[config.mk]
export PLATFORM = sky130hd
export DESIGN_NAME = ber_stim_source
export DESIGN_NICKNAME = d
export VERILOG_FILES = /design/src/rtl/ber_stim_source_pkg.sv /design/src/rtl/prbs7_gen.sv /design/src/rtl/ber_stim_source.sv
export SDC_FILE = /design/constraint.sdc
export NUM_CORES = 1
export LEC_CHECK = 0
export CAP_MARGIN = 20
export CORE_MARGIN = 1.5
export CORE_UTILIZATION = 55
export DETAILED_ROUTE_END_ITERATION = 8
export GPL_TIMING_DRIVEN = 1
export PLACE_DENSITY_LB_ADDON = 0.3
export SYNTH_ARGS = -nofsm -noshare
export SYNTH_HDL_FRONTEND = slang
export SYNTH_SLANG_ARGS = --single-unit
[constraint.sdc]
create_clock -name clk -period 7.1 [get_ports clk]
set_input_delay 0.71 -clock clk [delete_from_list [all_inputs] [get_ports clk]]
set_output_delay 0.71 -clock clk [all_outputs]
set_load 0.05 [all_outputs]
[src/rtl/ber_stim_source_pkg.sv]
// Shared definitions for the BER stimulus source: FSM encoding and PRBS7 constants.
// Latency: n/a (types, constants and pure functions only).
// Backpressure: n/a.
package ber_stim_source_pkg;

    typedef logic [2:0] state_t;

    localparam state_t S_IDLE    = 3'd0;
    localparam state_t S_PAYLOAD = 3'd1;
    localparam state_t S_TAIL    = 3'd2;
    localparam state_t S_FLUSH   = 3'd3;
    localparam state_t S_FIN     = 3'd4;

    // x^7 + x^6 + 1: feedback taken from bits 6 and 5
    localparam logic [6:0] PRBS7_TAPS     = 7'h60;
    // An all-zero register would lock the generator, so it is replaced on load
    localparam logic [6:0] PRBS7_ZERO_SUB = 7'h7F;

    function automatic logic [6:0] prbs7_next(input logic [6:0] s);
        return {s[5:0], ^(s & PRBS7_TAPS)};
    endfunction

    function automatic logic [6:0] prbs7_seed_fix(input logic [6:0] s);
        return (s == 7'h00) ? PRBS7_ZERO_SUB : s;
    endfunction

endpackage

[src/rtl/prbs7_gen.sv]
// PRBS7 generator with seed load and step enable; out_bit is the register MSB.
// Latency: out_bit reflects the state after the last load/step edge.
// Backpressure: none; advances only when step is high, load has priority.
module prbs7_gen
    import ber_stim_source_pkg::*;
(
    input  logic       clk,
    input  logic       rst_n,
    input  logic       load,
    input  logic [6:0] seed,
    input  logic       step,
    output logic       out_bit
);

    logic [6:0] lfsr_q;

    // Shift register: reload from seed (zero replaced) or step one position
    always_ff @(posedge clk or negedge rst_n) begin
        if (!rst_n) begin
            lfsr_q <= PRBS7_ZERO_SUB;
        end else if (load) begin
            lfsr_q <= prbs7_seed_fix(seed);
        end else if (step) begin
            lfsr_q <= prbs7_next(lfsr_q);
        end
    end

    assign out_bit = lfsr_q[6];

endmodule

[src/rtl/ber_stim_source.sv]
// Frame source for the BER path: PRBS7 payload, zero tail, zero flush, one symbol per strobe.
// Latency: first advance SYM_DIV cycles after the start edge; all outputs registered.
// Backpressure: none; the frame is paced purely by the internal symbol divider, abort cancels.
module ber_stim_source
    import ber_stim_source_pkg::*;
#(
    parameter int TAIL_LEN  = 6,
    parameter int FLUSH_LEN = 12,
    parameter int SYM_DIV   = 16
) (
    input  logic        clk,
    input  logic        rst_n,
    input  logic        start,
    input  logic        abort,
    input  logic [15:0] total_bits_in,
    input  logic [6:0]  seed,
    output logic        advance,
    output logic        ref_valid,
    output logic        ref_bit,
    output logic [15:0] total_bits,
    output logic        busy,
    output logic        done
);

    localparam int               DIV_W     = $clog2(SYM_DIV);
    localparam logic [DIV_W-1:0] DIV_LAST  = DIV_W'(SYM_DIV - 1);
    localparam logic [15:0]      TAIL_LAST = 16'(TAIL_LEN - 1);
    localparam logic [15:0]      FLUSH_END = 16'(FLUSH_LEN);

    state_t           state_q, state_nxt;
    logic [DIV_W-1:0] div_q, div_nxt;
    logic [15:0]      cnt_q, cnt_nxt;
    logic [15:0]      total_bits_q, total_bits_nxt;

    logic prbs_load, prbs_step, prbs_bit;
    logic in_frame, strobe;
    logic adv_d, rv_d, rb_d, busy_d, done_d;

    assign in_frame = (state_q == S_PAYLOAD) || (state_q == S_TAIL) || (state_q == S_FLUSH);
    assign strobe   = in_frame && (div_q == DIV_LAST);

    prbs7_gen u_prbs (
        .clk     (clk),
        .rst_n   (rst_n),
        .load    (prbs_load),
        .seed    (seed),
        .step    (prbs_step),
        .out_bit (prbs_bit)
    );

    // State, divider, counter and latched length registers
    always_ff @(posedge clk or negedge rst_n) begin
        if (!rst_n) begin
            state_q      <= S_IDLE;
            div_q        <= '0;
            cnt_q        <= '0;
            total_bits_q <= '0;
        end else begin
            state_q      <= state_nxt;
            div_q        <= div_nxt;
            cnt_q        <= cnt_nxt;
            total_bits_q <= total_bits_nxt;
        end
    end

    // Next-state and datapath update; abort wins over every other event
    always_comb begin
        state_nxt      = state_q;
        div_nxt        = div_q;
        cnt_nxt        = cnt_q;
        total_bits_nxt = total_bits_q;
        prbs_load      = 1'b0;
        prbs_step      = 1'b0;
        if (abort) begin
            // counters and LFSR are left as-is; the next start reloads them
            state_nxt = S_IDLE;
        end else begin
            case (state_q)
                S_IDLE: begin
                    if (start) begin
                        total_bits_nxt = total_bits_in;
                        prbs_load      = 1'b1;
                        div_nxt        = '0;
                        cnt_nxt        = '0;
                        state_nxt      = (total_bits_in == 16'd0) ? S_TAIL : S_PAYLOAD;
                    end
                end
                S_PAYLOAD: begin
                    div_nxt = strobe ? '0 : div_q + DIV_W'(1);
                    if (strobe) begin
                        prbs_step = 1'b1;
                        // 17-bit compare so a length of 16'hFFFF ends before any wrap
                        if (({1'b0, cnt_q} + 17'd1) == {1'b0, total_bits_q}) begin
                            cnt_nxt   = '0;
                            state_nxt = S_TAIL;
                        end else begin
                            cnt_nxt = cnt_q + 16'd1;
                        end
                    end
                end
                S_TAIL: begin
                    div_nxt = strobe ? '0 : div_q + DIV_W'(1);
                    if (strobe) begin
                        if (cnt_q == TAIL_LAST) begin
                            cnt_nxt   = '0;
                            state_nxt = S_FLUSH;
                        end else begin
                            cnt_nxt = cnt_q + 16'd1;
                        end
                    end
                end
                S_FLUSH: begin
                    div_nxt = strobe ? '0 : div_q + DIV_W'(1);
                    // Leave one cycle after the last flush strobe so done lands a cycle
                    // after the final advance and busy drops together with done
                    if (cnt_q == FLUSH_END) begin
                        state_nxt = S_FIN;
                    end else if (strobe) begin
                        cnt_nxt = cnt_q + 16'd1;
                    end
                end
                S_FIN: begin
                    state_nxt = S_IDLE;
                end
                default: begin
                    state_nxt = S_IDLE;
                end
            endcase
        end
    end

    // Output decode ahead of the output registers; abort suppresses the strobe
    always_comb begin
        adv_d  = strobe && !abort;
        rv_d   = adv_d && (state_q == S_PAYLOAD);
        rb_d   = rv_d && prbs_bit;
        busy_d = (state_nxt == S_PAYLOAD) || (state_nxt == S_TAIL) || (state_nxt == S_FLUSH);
        done_d = (state_nxt == S_FIN);
    end

    // Registered outputs
    always_ff @(posedge clk or negedge rst_n) begin
        if (!rst_n) begin
            advance   <= 1'b0;
            ref_valid <= 1'b0;
            ref_bit   <= 1'b0;
            busy      <= 1'b0;
            done      <= 1'b0;
        end else begin
            advance   <= adv_d;
            ref_valid <= rv_d;
            ref_bit   <= rb_d;
            busy      <= busy_d;
            done      <= done_d;
        end
    end

    assign total_bits = total_bits_q;

endmodule

### After elaboration in Yosys (flattened, before gate mapping)

Index checks and enable logic that the tools add are counted.
Widths: inputs -> output; s select.

* bits in registers: 51

* $add $sub $neg: 3
* equality and inequality tests: 16
* muxes and demuxes: 29
* bitwise operators: 1
* reductions and logical operators: 20

Operator list (number)
* $mux 16: 7
* $pmux 16 s4: 1
* $mux 3: 7
* $mux 7: 3
* $add 16x1->17 const B: 1
* $eq 17x16->1: 1
* $add 16x1->16 const B: 1
* $eq 16x3->1 const B: 1
* $eq 16x4->1 const B: 1
* $logic_not 16->1: 1
* $eq 3x2->1 const B: 4
* $pmux 3 s4: 1
* $ne 2x2->1 const B: 5
* $mux 4: 2
* $pmux 4 s2: 1
* $logic_not 7->1: 1
* $reduce_and 7->1: 1
* $reduce_xor 7->1: 1
* $eq 3x1->1 const B: 2
* $mux 1: 6
* $reduce_and 3->1: 2
* $add 4x1->4 const B: 1
* $eq 4x4->1 const B: 1
* $logic_and 1x1->1: 4
* other kinds (9): 13

### Depth between registers and ports, before layout

* depth in word-level cells: 10
* depth in mapped cells: 10
* gate-level depth less buffers: 8

### Modules after synthesis

From an unflattened synthesis, not the netlist that was laid out.

* cell total of the unflattened synthesis: 357
* area, all modules: 3206.8 um2

By module, submodules not included
* ber_stim_source: instances 1, cells an instance 314, area each 2752.6 um2, sequential area each 1101.1 um2
* prbs7_gen: instances 1, cells an instance 43, area each 454.2 um2, sequential area each 183.9 um2

### Worst setup path after synthesis

OpenSTA, ideal clock, no wires.

* path type: reg-to-reg
* start point: register cnt_q[0]
* end point: register cnt_q[2]
* setup time: 127 ps
* arrival: 2218 ps
* required time: 6973 ps
* setup slack: 4755 ps
* stages on the path, launching flop included: 10
* path buffers: 1
* clock period less this slack: 2345 ps
* cells stage by stage: dfrtp_1 ha_1 and3_1 nand3_1 a21o_1 nor4_4 nand4_4 buf_6 a21oi_1 o22ai_1

* cells in the longest elaborated chain, start to end: 5

RTL lines
* from (decl): RTL line ber_stim_source.sv:32 `logic [15:0] cnt_q, cnt_nxt;`
* from (signal assigned): RTL line ber_stim_source.sv:61 `cnt_q <= cnt_nxt;`
* $add 16x1->17: RTL line ber_stim_source.sv:93 `if (({1'b0, cnt_q} + 17'd1) == {1'b0, total_bits_q}) begin`
* $eq 17x16->1: RTL line ber_stim_source.sv:93
* $mux 16: RTL line ber_stim_source.sv:93
* $mux 16: RTL line ber_stim_source.sv:90 `if (strobe) begin`
* $pmux 16 s4: RTL line ber_stim_source.sv:78 `case (state_q)`

Several ways; a longest one is shown, not always the timed one. The select of a mux whose other input is x is not followed.
A chain may end at the register's enable or synchronous reset.

### Final worst setup path

* start point: register cnt_q[0]
* end point: register cnt_q[4]

Same word-level chain as after synthesis.

==> flow_summary.ini <==
[placed_design]
place_congestion = 0.843
placed_cells_incl_taps = 458
io_buffers = 47
dp_hpwl_mm = 5.41

[global_routing]
antenna_found_initial = 0
overflow = 0
grt_use_total_pct = 25.1
grt_max_degree = 52
grt_pass1_vias = 2548
grt_pass1_wl_mm = 12.3

[cts]
cts_tree = yes
ctsLongestPathBuffers = 2
cts-root-buf = clkbuf_8
cts_setup_buffers = 0
clk_pin_slew_ps = 90
cts-hold-fix-buffers = 0
htreeDepth = 2
postCtsResizedCells = 0
insertion_delay_ps = 300
cts_buffers = 5
cts.sinks = 51

[logic_synthesis]
synth_warnings = 0
syn_area_sq_mm = 0.00317
synth_cell_types = 52
synth_enable_flop_cells = 0
ys_seq_elements = 51
async_flop_share_pct = 100
syn_inst = 360
synth-seq-area-share_pct = 40.5
ys.flop_type = dfrtp_1
synth_fp_nets = 391
avgSynthCellArea_sq_um = 8.81

[critical_path]
cp-end-kind = flop
r2r_setup_slack_ps = 4050
critPathBufInv = 0
r2r-end = cnt_q[4]$_DFFE_PN0P_
crit_family = simple AND/OR/NAND/NOR gates
timing.rr.start = cnt_q[0]$_DFFE_PN0P_
start_kind = flop
critPathRequiredTime_ps = 7270
critical_path_class = reg2reg
critical_path.max_stage_delay_ps = 580
crit_fanout = 19
worstPathArrival_ps = 3220
crit_slowest_cell = dfrtp_1
crit_chain = ha_1 > and3_1 > nand3_1 > a21o_1 > nor4_4 > nand4_4 > nand2_1 > o22ai_1
r2r_cells = 8

[finish]
nets = 425
post-route-util_pct = 66.7
final_cell_mix = nand2_1, clkdlybuf4s50_1, dfrtp_1, nor2_1, xnor2_1
instances_no_fill = 467
area_growth_pct = 16.5
layout_commonest_cell = nand2_1
n_antenna_cell = 0
drive_gt1_share_pct = 8.10

[run_status]
status = completed

[flow_run]
drv_cap = 0

[power]
power_uw = 834
switching_share_pct = 37.5
pwr-share-seq_pct = 45.7
power_switching_uw = 313
power.leakage_uw = 0.00148
p_comb_share_pct = 35.0
p_int_uw = 521
ir_drop_v = 0.000182
power_density_mw_per_mm2 = 226
clkPwrFrac_pct = 19.3

[timing]
holdWs_ps = 493
fin_tns_setup_ps = 0
worstMarginPinSlew_ps = 789
slew_violations = 0
fin_crit_sh_pct = 42.9
post-route-min-period_ps = 3050
rsz0062_at_grt = no
setup_viol = 0
hold_violations = 0
clock.fmax_ghz = 0.328
relSlewSlack_pct = 47.3
skew_ps = 4.08

[die]
dieArea_sq_mm = 0.00623
die_w_um = 79.0
initial_utilization_pct = 57.3
rows = 27
coreArea_sq_mm = 0.00554
ios = 48
die_h_um = 79.0

[drt]
route.met3.wl_um = 459
drc = 0
ant_nets = 0
drt-vias-per-instance = 5.99
dr.max_layer_used = met4
dr.pass1.iters = 5
wl_per_cell_um = 15.7
drt_iter0_drc = 233
met2_length_mm = 3.40
wl_met1_mm = 3.36
num_vias = 2795
wl_mm = 7.32

[worst_hold_path]
hp-class = in2async
-- flip-flops by register name, indices dropped and copies added (netlist names) --
| name | count |
|---|---|
| ref_valid | 1 |
| state_q | 3 |
| advance | 1 |
| ref_bit | 1 |
| done | 1 |
| div_q | 4 |
| busy | 1 |
| u_prbs.lfsr_q | 7 |
| total_bits | 16 |
| cnt_q | 16 |
-- cell usage after synthesis, drive strengths merged (5+ instances only) --
| master | count | area share (%) |
|---|---|---|
| inv | 17 | 2.0 |
| dfrtp | 44 | 35 |
| nor4 | 11 | 3.0 |
| o21ai | 16 | 2.5 |
| nor4b | 5 | 2.1 |
| xor2 | 6 | 1.7 |
| clkbuf | 7 | 0.83 |
| nand2 | 65 | 7.8 |
| o31ai | 5 | 1.2 |
| nand2b | 5 | 0.99 |
| o22ai | 13 | 2.6 |
| a21oi | 14 | 2.2 |
| a31oi | 9 | 1.8 |
| mux2i | 7 | 2.2 |
| nor2 | 23 | 2.7 |
| and3 | 7 | 1.4 |
| nand3 | 16 | 3.1 |
| xnor2 | 18 | 5.0 |
| nand4 | 16 | 4.6 |
| or3 | 6 | 1.3 |
| dfstp | 7 | 5.8 |
| nor3 | 5 | 0.79 |
| buf | 15 | 3.4 |
-- kinds of logic after synthesis --
family | after synthesis | share of synthesized area [%]
simple gates | 169 | 30.1
xor+xnor | 24 | 6.62
mux | 7 | 2.21
flops | 51 | 40.5
buf+inv | 39 | 6.23
fa+ha+maj | 4 | 1.58
compound gates | 66 | 12.8
-- through the flow --
step / setup WS (ps) / instance area [sq um]
finish: 4050 / 3700
global route: 3790 / 3700
CTS: 4100 / 3690
detailed placement: 3880 / 3610
global placement: 3940 / 3610
floorplan: 4760 / 3170
-- power by group through the flow --
stage               combinational [uW]  sequential, uW  clock [uW]
detailed placement                 291             385           0
CTS                                293             380         164
floorplan                          136             445           0
global placement                   284             384           0
global route                       314             387         176
finish                             292             381         161
-- routing by layer --
metal	GRT usage, %	vias to the layer above
li1	-	1349
met1	35.7	1325
met2	39.9	111
met3	4.94	10
met4	5.61	0
met5	0	-
-- worst max path at each step --
stage / from / endpoint / slack (ps) / cells past startpoint
after detailed placement: start / cnt_q[4]$_DFFE_PN0P_ / 3880 / 6
after global placement: start / cnt_q[4]$_DFFE_PN0P_ / 3940 / 6
after global routing: cnt_q[0]$_DFFE_PN0P_ / cnt_q[4]$_DFFE_PN0P_ / 3790 / 8
after CTS: cnt_q[0]$_DFFE_PN0P_ / cnt_q[4]$_DFFE_PN0P_ / 4100 / 8
final: cnt_q[0]$_DFFE_PN0P_ / cnt_q[4]$_DFFE_PN0P_ / 4050 / 8
after floorplan: cnt_q[0]$_DFFE_PN0P_ / cnt_q[2]$_DFFE_PN0P_ / 4760 / 9
-- area by class of cell --
| cell class | count | area (sq um) |
|---|---|---|
| fill | 477 | 1840 |
| clock inverter | 1 | 5.00 |
| sequential | 51 | 1280 |
| multi-input combinational | 270 | 1700 |
| inverter | 17 | 63.8 |
| tap | 72 | 90.1 |
| clock buffer | 7 | 76.3 |
| timing repair buffer | 49 | 480 |
Power figures use the tool's default switching activity.
